### config.mk
export PLATFORM = sky130hd
export DESIGN_NAME = router_pkt_tx
export DESIGN_NICKNAME = d
export VERILOG_FILES = /design/src/rtl/router_pkt_tx.sv
export SDC_FILE = /design/constraint.sdc
export NUM_CORES = 1
export LEC_CHECK = 0
export CAP_MARGIN = 30
export CELL_PAD_IN_SITES_DETAIL_PLACEMENT = 0
export CELL_PAD_IN_SITES_GLOBAL_PLACEMENT = 1
export CORE_MARGIN = 10
export CORE_UTILIZATION = 60
export CTS_BUF_LIST = sky130_fd_sc_hd__clkbuf_4 sky130_fd_sc_hd__clkbuf_8
export CTS_CLUSTER_DIAMETER = 100
export DETAILED_ROUTE_END_ITERATION = 8
export HOLD_SLACK_MARGIN = 0.12
export PLACE_DENSITY = 0.88
export REMOVE_ABC_BUFFERS = 1
export SLEW_MARGIN = 30
export SYNTH_ARGS = -nofsm -noshare
export SYNTH_HDL_FRONTEND = slang
export SYNTH_SLANG_ARGS = --single-unit
### constraint.sdc
create_clock -name clock -period 5.4 [get_ports clock]
set_input_delay 0.81 -clock clock [delete_from_list [all_inputs] [get_ports clock]]
set_output_delay 0.81 -clock clock [all_outputs]
set_load 0.01 [all_outputs]
### src/rtl/router_pkt_tx.sv
// router_pkt_tx: buffers up to 63 payload bytes and sends them to a router as one packet.
// The packet is a header {len, dest}, the payload, then a parity byte.
// Optional feature macro: PKT_TX_PARITY_INJECT_EN adds the corrupt_parity input, which
// flips bit 0 of the transmitted parity byte for the packet it is launched with.
module router_pkt_tx (
   input  logic        clock,
   input  logic        reset,
   input  logic        wr_en,
   input  logic [7:0]  wr_data,
   input  logic        start,
   input  logic [1:0]  dest_addr,
   input  logic        busy,
   input  logic        error,
`ifdef PKT_TX_PARITY_INJECT_EN
   input  logic        corrupt_parity,
`endif
   output logic        pkt_valid,
   output logic [7:0]  pkt_data,
   output logic        buf_full,
   output logic        tx_idle,
   output logic        tx_done,
   output logic        req_err,
   output logic        err_seen,
   output logic [15:0] pkt_count
);

   typedef enum logic [2:0] {StIdle, StHeader, StPayload, StParity, StErrWait, StDone} state_e;

   state_e      state_q, state_d;
   logic [5:0]  count_q, count_d;
   logic [5:0]  rd_ptr_q, rd_ptr_d;
   logic [5:0]  len_q, len_d;
   logic [1:0]  addr_q, addr_d;
   logic [7:0]  parity_q, parity_d;
   logic        ew_q, ew_d;
   logic        err_seen_q, err_seen_d;
   logic        req_err_q, req_err_d;
   logic [15:0] pkt_count_q, pkt_count_d;
   logic        inj_q, inj_d;
   logic        mem_we;
   logic [7:0]  mem [64];

   // A byte is taken by the router on any edge where it is not stalling.
   logic accept;
   assign accept = ~busy;

   // Next-state and datapath updates.
   always_comb begin
      state_d     = state_q;
      count_d     = count_q;
      rd_ptr_d    = rd_ptr_q;
      len_d       = len_q;
      addr_d      = addr_q;
      parity_d    = parity_q;
      ew_d        = ew_q;
      err_seen_d  = err_seen_q;
      req_err_d   = 1'b0;
      pkt_count_d = pkt_count_q;
      inj_d       = inj_q;
      mem_we      = 1'b0;
      case (state_q)
         StIdle: begin
            if (wr_en && count_q != 6'd63) begin
               mem_we  = 1'b1;
               count_d = count_q + 6'd1;
            end
            if (start) begin
               if (dest_addr == 2'd3 || count_q == 6'd0) begin
                  req_err_d = 1'b1;
               end else begin
                  state_d    = StHeader;
                  len_d      = count_q;
                  addr_d     = dest_addr;
                  parity_d   = 8'h00;
                  rd_ptr_d   = 6'd0;
                  err_seen_d = 1'b0;
`ifdef PKT_TX_PARITY_INJECT_EN
                  inj_d      = corrupt_parity;
`else
                  inj_d      = 1'b0;
`endif
               end
            end
         end
         StHeader: begin
            if (accept) begin
               parity_d = parity_q ^ {len_q, addr_q};
               rd_ptr_d = 6'd0;
               state_d  = StPayload;
            end
         end
         StPayload: begin
            if (accept) begin
               parity_d = parity_q ^ mem[rd_ptr_q];
               rd_ptr_d = rd_ptr_q + 6'd1;
               if (rd_ptr_q == len_q - 6'd1) state_d = StParity;
            end
         end
         StParity: begin
            if (accept) begin
               ew_d    = 1'b0;
               state_d = StErrWait;
            end
         end
         StErrWait: begin
            if (error) err_seen_d = 1'b1;
            ew_d = 1'b1;
            if (ew_q) state_d = StDone;
         end
         StDone: begin
            pkt_count_d = pkt_count_q + 16'd1;
            count_d     = 6'd0;
            state_d     = StIdle;
         end
         default: state_d = StIdle;
      endcase
   end

   // State registers with synchronous reset.
   always_ff @(posedge clock) begin
      if (reset) begin
         state_q     <= StIdle;
         count_q     <= 6'd0;
         rd_ptr_q    <= 6'd0;
         len_q       <= 6'd0;
         addr_q      <= 2'd0;
         parity_q    <= 8'h00;
         ew_q        <= 1'b0;
         err_seen_q  <= 1'b0;
         req_err_q   <= 1'b0;
         pkt_count_q <= 16'd0;
         inj_q       <= 1'b0;
      end else begin
         state_q     <= state_d;
         count_q     <= count_d;
         rd_ptr_q    <= rd_ptr_d;
         len_q       <= len_d;
         addr_q      <= addr_d;
         parity_q    <= parity_d;
         ew_q        <= ew_d;
         err_seen_q  <= err_seen_d;
         req_err_q   <= req_err_d;
         pkt_count_q <= pkt_count_d;
         inj_q       <= inj_d;
      end
   end

   // Payload RAM; contents survive reset, only the fill count is cleared.
   always_ff @(posedge clock) begin
      if (mem_we && !reset) mem[count_q] <= wr_data;
   end

   // Router-facing byte and framing, decoded from state; stable while busy holds the state.
   always_comb begin
      pkt_valid = 1'b0;
      pkt_data  = 8'h00;
      case (state_q)
         StHeader: begin
            pkt_valid = 1'b1;
            pkt_data  = {len_q, addr_q};
         end
         StPayload: begin
            pkt_valid = 1'b1;
            pkt_data  = mem[rd_ptr_q];
         end
         StParity: pkt_data = parity_q ^ {7'd0, inj_q};
         default: ;
      endcase
   end

   assign buf_full  = (count_q == 6'd63);
   assign tx_idle   = (state_q == StIdle);
   assign tx_done   = (state_q == StDone);
   assign req_err   = req_err_q;
   assign err_seen  = err_seen_q;
   assign pkt_count = pkt_count_q;

endmodule
==> results of run 1 <==
## sequential cells by signal (all words and copies together) (netlist names), named ones only
register,cells
len_q,6
req_err,1
mem,512
rd_ptr_q,6
err_seen,1
addr_q,2
count_q,6
state_q,3
parity_q,8
ew_q,1
pkt_count,16
## layout make-up
cell class	instances	area [µm²]
flip-flops and latches	568	16500
inverters	8	30.0
repair buffers	59	561
clock buffers	129	1580
fillers	2450	12100
multi-input cells	676	6160
clock inverters	37	226
well taps	511	639
## critical path: stages (launching register included)
cell	delay, ps
dfxtp_4	930
buf_4	400
nor2b_1	480
a221o_1	240
a21oi_1	100
o32a_1	360
o22ai_1	290
clkdlybuf4s50_1	610
## cells by family after synthesis
group | Yosys count | share of synthesized area, %
DFF | 568 | 71.3
adders and majority gates | 5 | 0.270
muxes | 206 | 14.3
AOI/OAI and AO/OA | 162 | 5.09
buffers and inverters | 80 | 2.14
and+or+nand+nor | 276 | 5.91
xor gates and xnor gates | 27 | 1.02
## placed cells by master (no fill, tap or decap), types with 9 or more instances in the layout
master,n
a21oi_1,38
a22oi_1,33
buf_4,20
clkbuf_4,32
clkbuf_8,97
clkdlybuf4s50_1,37
clkinv_1,21
clkinv_2,10
dfxtp_1,53
edfxtp_1,512
mux2_2,9
mux2i_1,101
mux4_1,9
mux4_2,87
nand2_1,44
nand3_1,19
nand3b_1,11
nor2_1,110
nor2b_1,10
nor3_1,14
o22ai_1,11
xnor2_1,9
xor2_1,18
## path summary, 6_finish.rpt
path                                            startpoint                         end  slack (ps)  cells past startpoint
worst max-delay path                             flip-flop                 pkt_data[7]         500                      7
worst min-delay path            pkt_count[15]$_SDFFE_PP0P_  pkt_count[15]$_SDFFE_PP0P_         500                      2
worst max register to register     state_q[2]$_SDFFE_PP0P_        mem[33][7]$_DFFE_PP_        1570                      5
worst min register to register  pkt_count[15]$_SDFFE_PP0P_  pkt_count[15]$_SDFFE_PP0P_         500                      2
## per-layer routing
metal  vias up  share of wire [%]  GRT usage [%]
li1       5484                  -              -
met1      6376                 41           31.7
met2       580                 48           34.4
met3        83                8.1           4.96
met4         0                2.9           8.55
met5         -                  0              0
## where the power goes
part           switching, W  leakage (nW)  internal (W)
clock network       0.00165         0.957       0.00198
logic              0.000351          1.78      0.000202
registers         0.0000484          5.06       0.00482
## through the flow
step	util, %	TNS [ps]	cells	setup WS (ps)
after floorplan	-	-35540	1252	-2640
after global placement	63.1	0	1822	1170
after detailed placement	63.1	0	1822	1160
after CTS	67.9	0	1988	421
after global routing	67.9	0	1988	337
final	67.9	0	1988	500
==> summary.md, run 1 <==
| Metric | Value |
|---|---|
| Post-Route WL | `around 52 mm` |
| Status | `complete, no violations` |
| Grt total ovfl | `0` |
| TritonCTS clock tree | `yes` |
| Setup Fix Bufs, Post-CTS | `0` |
| Synth top cells by count | `edfxtp_1, nor2_1, mux2i_1` |
| Setup Skew | `26.6 ps` |
| H-tree depth | `3` |
| Initial antenna violation count | `0` |
| Drt pass-1 iters | `6` |
| Vias in the first global route | `12609` |
| Num CTS Buffers | `90` |
| Max frequency | `0.204 GHz` |
| Peak VDD IR | `0.203 mV` |
| CP arrival | `between 4000 and 5000 ps` |
| Endpoints failing hold | `0` |
| Area Growth Syn to Fin | `11.0%` |
| Starting DRT DRC Count | `1489` |
| Diode count | `0` |
| Area of the core | `0.0378 mm²` |
| Port Buf Inserts | `45` |
| Count of cell types in the netlist | `71` |
| Slew margin rel. | `30.5%` |
| Min-Delay Path Class | `reg2reg` |
| Static Leak | `7.80 nW` |
| Period Utilization, post-route | `90.7%` |
| Most frequent cell after synthesis | `edfxtp_1` |
| ANT nets after route | `0` |
| Leading area contributor after synthesis | `edfxtp_1` |
| Share of Yosys cell area claimed by the top area cell type | `66.4%` |
| CP Capture Type | `output pin` |
| Clock buffer depth | `3` |
| Startpoint types | `flip-flop` |
| Power density over the cells | `352 mW/mm²` |
| Synthesized cell area | `0.0231 mm²` |
| Design Area, Final | `0.0257 mm²` |
| Number of synthesized flops with an enable pin | `512` |
| Number of synthesized register bits | `568` |
| Starting Density | `61.2%` |
| FP Rows | `71` |
| Clock Root Buffer | `clkbuf_8` |
| I/O pins | `46` |
| Drt wl/cell | `approximately 26 µm` |
| Routability cong. | `0.894` |
| Mean Syn Cell Area | `17.5 µm²` |
| Post_cts resized | `0` |
| Via count | `12523` |
| Max-slew violations | `0` |
| CTS Hold Bufs | `0` |
| Total GRT Usage | `22.6%` |
| Largest net degree at the start of global routing | `65` |
| Worst-margin pin slew | `1040 ps` |
| Yosys warns | `0` |
| DIE HEIGHT | `216 µm` |
| Min Clock Period, post-route | `4900 ps` |
| Worst setup path class | `reg2out` |
| Critical Path Fanout Max | `42` |
| Tot Pwr | `slightly above 0.009 W` |
| Full die area | `0.0468 mm²` |
| Synth top area cells | `edfxtp_1, mux4_2, dfxtp_1, mux2i_1, nor2_1` |
| Top_reg_cell synth | `edfxtp_1` |
| Dpl hpwl | `32.2 mm` |
| Final-report setup violation count | `0` |
| Clock Pin Slew Worst Setup and Hold Paths | `around 60 ps` |
| RSZ-0062 raised after global routing | `false` |
| Clock Latency Late Sink | `660 ps` |
| Vias per cell | `6.30` |
| First-pass GRT wire length | `80.2 mm` |
| Fin Hold WS | `about 500 ps` |
| Asr flop ratio synth | `0%` |
| Share of cells above drive strength 1 | `19.5%` |
| DP Area | `0.0239 mm²` |
| Net count, final | `approximately 1400` |
| DRC | `0` |
| Max cap viols | `0` |
| Sequential area share after synthesis | `71.3%` |
| Die X | `~220 µm` |
| CTS Sinks | `568` |
| Critical path required time | `4590 ps` |
| Gate Count Post-Synth | `1324` |
No activity file was read; power rests on OpenSTA's default activity.
==> run 2, diff against run 1 <==
--- a/config.mk
+++ b/config.mk
@@ -11,7 +11,7 @@
 export CORE_MARGIN = 10
 export CORE_UTILIZATION = 60
 export CTS_BUF_LIST = sky130_fd_sc_hd__clkbuf_4 sky130_fd_sc_hd__clkbuf_8
-export CTS_CLUSTER_DIAMETER = 100
+export CTS_CLUSTER_DIAMETER = 40
 export DETAILED_ROUTE_END_ITERATION = 8
 export HOLD_SLACK_MARGIN = 0.12
 export PLACE_DENSITY = 0.88
==> run 2 against run 1 <==
Wire length grew 0.33%. Clock power is essentially flat. Hold slack lost 1.1 ps. Largest power group unchanged. Die area is the same. Sequential share of layout area is essentially flat.
==> summary.md, run 2 (same netlist as run 1, synthesis figures left out) <==
| Metric | Value |
|---|---|
| Min-Delay Path Class | `reg2reg` |
| CP arrival | `4140 ps (+50 ps)` |
| Via count | `12550 (+0.22%)` |
| Most frequent cells in the layout | `edfxtp_1, nor2_1, mux2i_1` |
| TritonCTS clock tree | `yes` |
| Grt total ovfl | `0 (unchanged)` |
| Clock buffer depth | `3 (unchanged)` |
| Clock Latency Late Sink | `650 ps (about the same)` |
| Static Leak | `7.78 nW (-0.20%)` |
| DRC | `0 (unchanged)` |
| Largest register FFs | `512 (unchanged)` |
| Setup Skew | `22.2 ps (-4.43 ps)` |
| Port Buf Inserts | `45 (unchanged)` |
| Endpoints failing hold | `0 (unchanged)` |
| DIE HEIGHT | `216 µm (unchanged)` |
| Largest Register | `mem` |
| Clock Pin Slew Worst Setup and Hold Paths | `60 ps (about the same)` |
| CTS Sinks | `568 (unchanged)` |
| I/O pins | `46 (unchanged)` |
| Peak VDD IR | `0.203 mV (+0.12%)` |
| Min Clock Period, post-route | `4950 ps (+51.7 ps)` |
| Routability cong. | `0.894 (unchanged)` |
| DP Area | `0.0239 mm² (unchanged)` |
| Max frequency | `0.202 GHz (-1.0%)` |
| Max-slew violations | `0 (unchanged)` |
| Worst setup path class | `reg2out` |
| Critical Path Fanout Max | `42 (unchanged)` |
| Diode count | `0 (unchanged)` |
| Most common cell after layout, fill and taps aside | `edfxtp_1` |
| Net Switching | `0.00207 W (+1.0%)` |
| Largest net degree at the start of global routing | `65 (unchanged)` |
| Combinational share of power | `6.1% (about the same)` |
| Area of the core | `0.0378 mm² (unchanged)` |
| First-pass GRT wire length | `80.1 mm (about the same)` |
| Period Utilization, post-route | `91.7% (+0.96 points)` |
| RSZ-0062 raised after global routing | `false` |
| H-tree depth | `3 (unchanged)` |
| Final-report setup violation count | `0 (unchanged)` |
| Post_cts resized | `0 (unchanged)` |
| FP Rows | `71 (unchanged)` |
| Vias per cell | `6.30 (about the same)` |
| Status | `complete, no violations` |
| Share of cells above drive strength 1 | `19.0% (-0.51 points)` |
| Clock share of power | `39.9% (-0.2 points)` |
| Fin Setup TNS | `0 ps (unchanged)` |
| Pre-CTS WS | `1160 ps (unchanged)` |
| Area Growth Syn to Fin | `11.0% (about the same)` |
| Dpl hpwl | `32.2 mm (unchanged)` |
| Design Area, Final | `0.0257 mm² (about the same)` |
| Total GRT Usage | `22.6% (about the same)` |
| Slowest stage delay, CP | `940 ps (about the same)` |
| Worst-margin pin slew | `1010 ps (-29.3 ps)` |
| Reg2Reg Setup Slack | `1600 ps (+30 ps)` |
| Drt pass-1 iters | `7 (+1)` |
| Power density over the cells | `351 mW/mm² (-0.16%)` |
| Sequential share of power | `53.9% (about the same)` |
| Starting DRT DRC Count | `1372 (-7.9%)` |
| Drt wl/cell | `26.4 µm (+0.18%)` |
| Clock Root Buffer | `clkbuf_8` |
| Startpoint types | `flip-flop` |
| Critical path required time | `4590 ps (about the same)` |
| Num CTS Buffers | `91 (+1.1%)` |
| Sw Share | `22.9% (+0.28 points)` |
| Slowest CP cell | `dfxtp_4` |
| Net count, final | `1425 (+0.070%)` |
| Critical-path cell list | `buf_4, nor2b_1, a221o_1, a21oi_1, o32a_1, o22ai_1, clkdlybuf4s50_1` |
| Slew margin rel. | `32.4% (+2.0 points)` |
| CTS Hold Bufs | `0 (unchanged)` |
| Setup ws final | `448 ps (-51.7 ps)` |
| Max cap viols | `0 (unchanged)` |
| ANT nets after route | `0 (unchanged)` |
| Power Internal | `0.00696 W (-0.57%)` |
| Die X | `216 µm (unchanged)` |
| Setup Fix Bufs, Post-CTS | `0 (unchanged)` |
| Post-Route WL | `52.7 mm (+0.33%)` |
| Vias in the first global route | `12522 (-0.69%)` |
| Full die area | `0.0468 mm² (unchanged)` |
| CP Capture Type | `output pin` |
| Initial antenna violation count | `0 (unchanged)` |
| Starting Density | `61.2% (unchanged)` |
## run 2: per-stage QoR
step                std cells  total power (W)  utilization, %  hold slack (ps)
floorplan                1252          0.00528               -              462
global placement         1822          0.00550            63.1              468
detailed placement       1822          0.00551            63.1              491
CTS                      1991          0.00907            67.9              500
global route             1991          0.00932            67.9              519
finish                   1991          0.00903            67.9              496
## run 2: path summary, 6_finish.rpt
path                                                 start                    endpoint  cells past startpoint
worst max-delay path                             flip-flop                 pkt_data[7]                      7
worst min-delay path            pkt_count[15]$_SDFFE_PP0P_  pkt_count[15]$_SDFFE_PP0P_                      2
worst max register to register     state_q[2]$_SDFFE_PP0P_        mem[33][2]$_DFFE_PP_                      5
worst min register to register  pkt_count[15]$_SDFFE_PP0P_  pkt_count[15]$_SDFFE_PP0P_                      2
## run 2: power by group through the flow
stage / Sequential (W) / Combinational [W] / Clock, W
final: 0.00487 / 0.000553 / 0.00361
after global routing: 0.00487 / 0.000590 / 0.00386
after CTS: 0.00487 / 0.000548 / 0.00365
after detailed placement: 0.00496 / 0.000546 / 0
after global placement: 0.00496 / 0.000536 / 0
after floorplan: 0.00497 / 0.000306 / 0
## run 2: cell type report
| cell class | count | area, µm² |
|---|---|---|
| repair buffers | 59 | 561 |
| fillers | 2464 | 12200 |
| flip-flops and latches | 568 | 16500 |
| inverters | 8 | 30.0 |
| clock inverters | 52 | 319 |
| multi-input cells | 676 | 6160 |
| well taps | 511 | 639 |
| clock buffers | 117 | 1470 |
## run 2: critical path: cells and delay by family (launching register included)
family,cells,cell delay (ps)
flip-flops,1,940
buffers and inverters,2,1010
AND/OR/NAND/NOR,1,520
AO/OA/AOI/OAI,4,1000
## run 2: metal layers
metal  vias to the layer above  routed length, µm  track usage, %
met4                         0               1560            8.74
met2                       607              25000            34.4
li1                       5503                  -               -
met1                      6352              21700            31.7
met3                        88               4470            4.78
met5                         -                  0               0
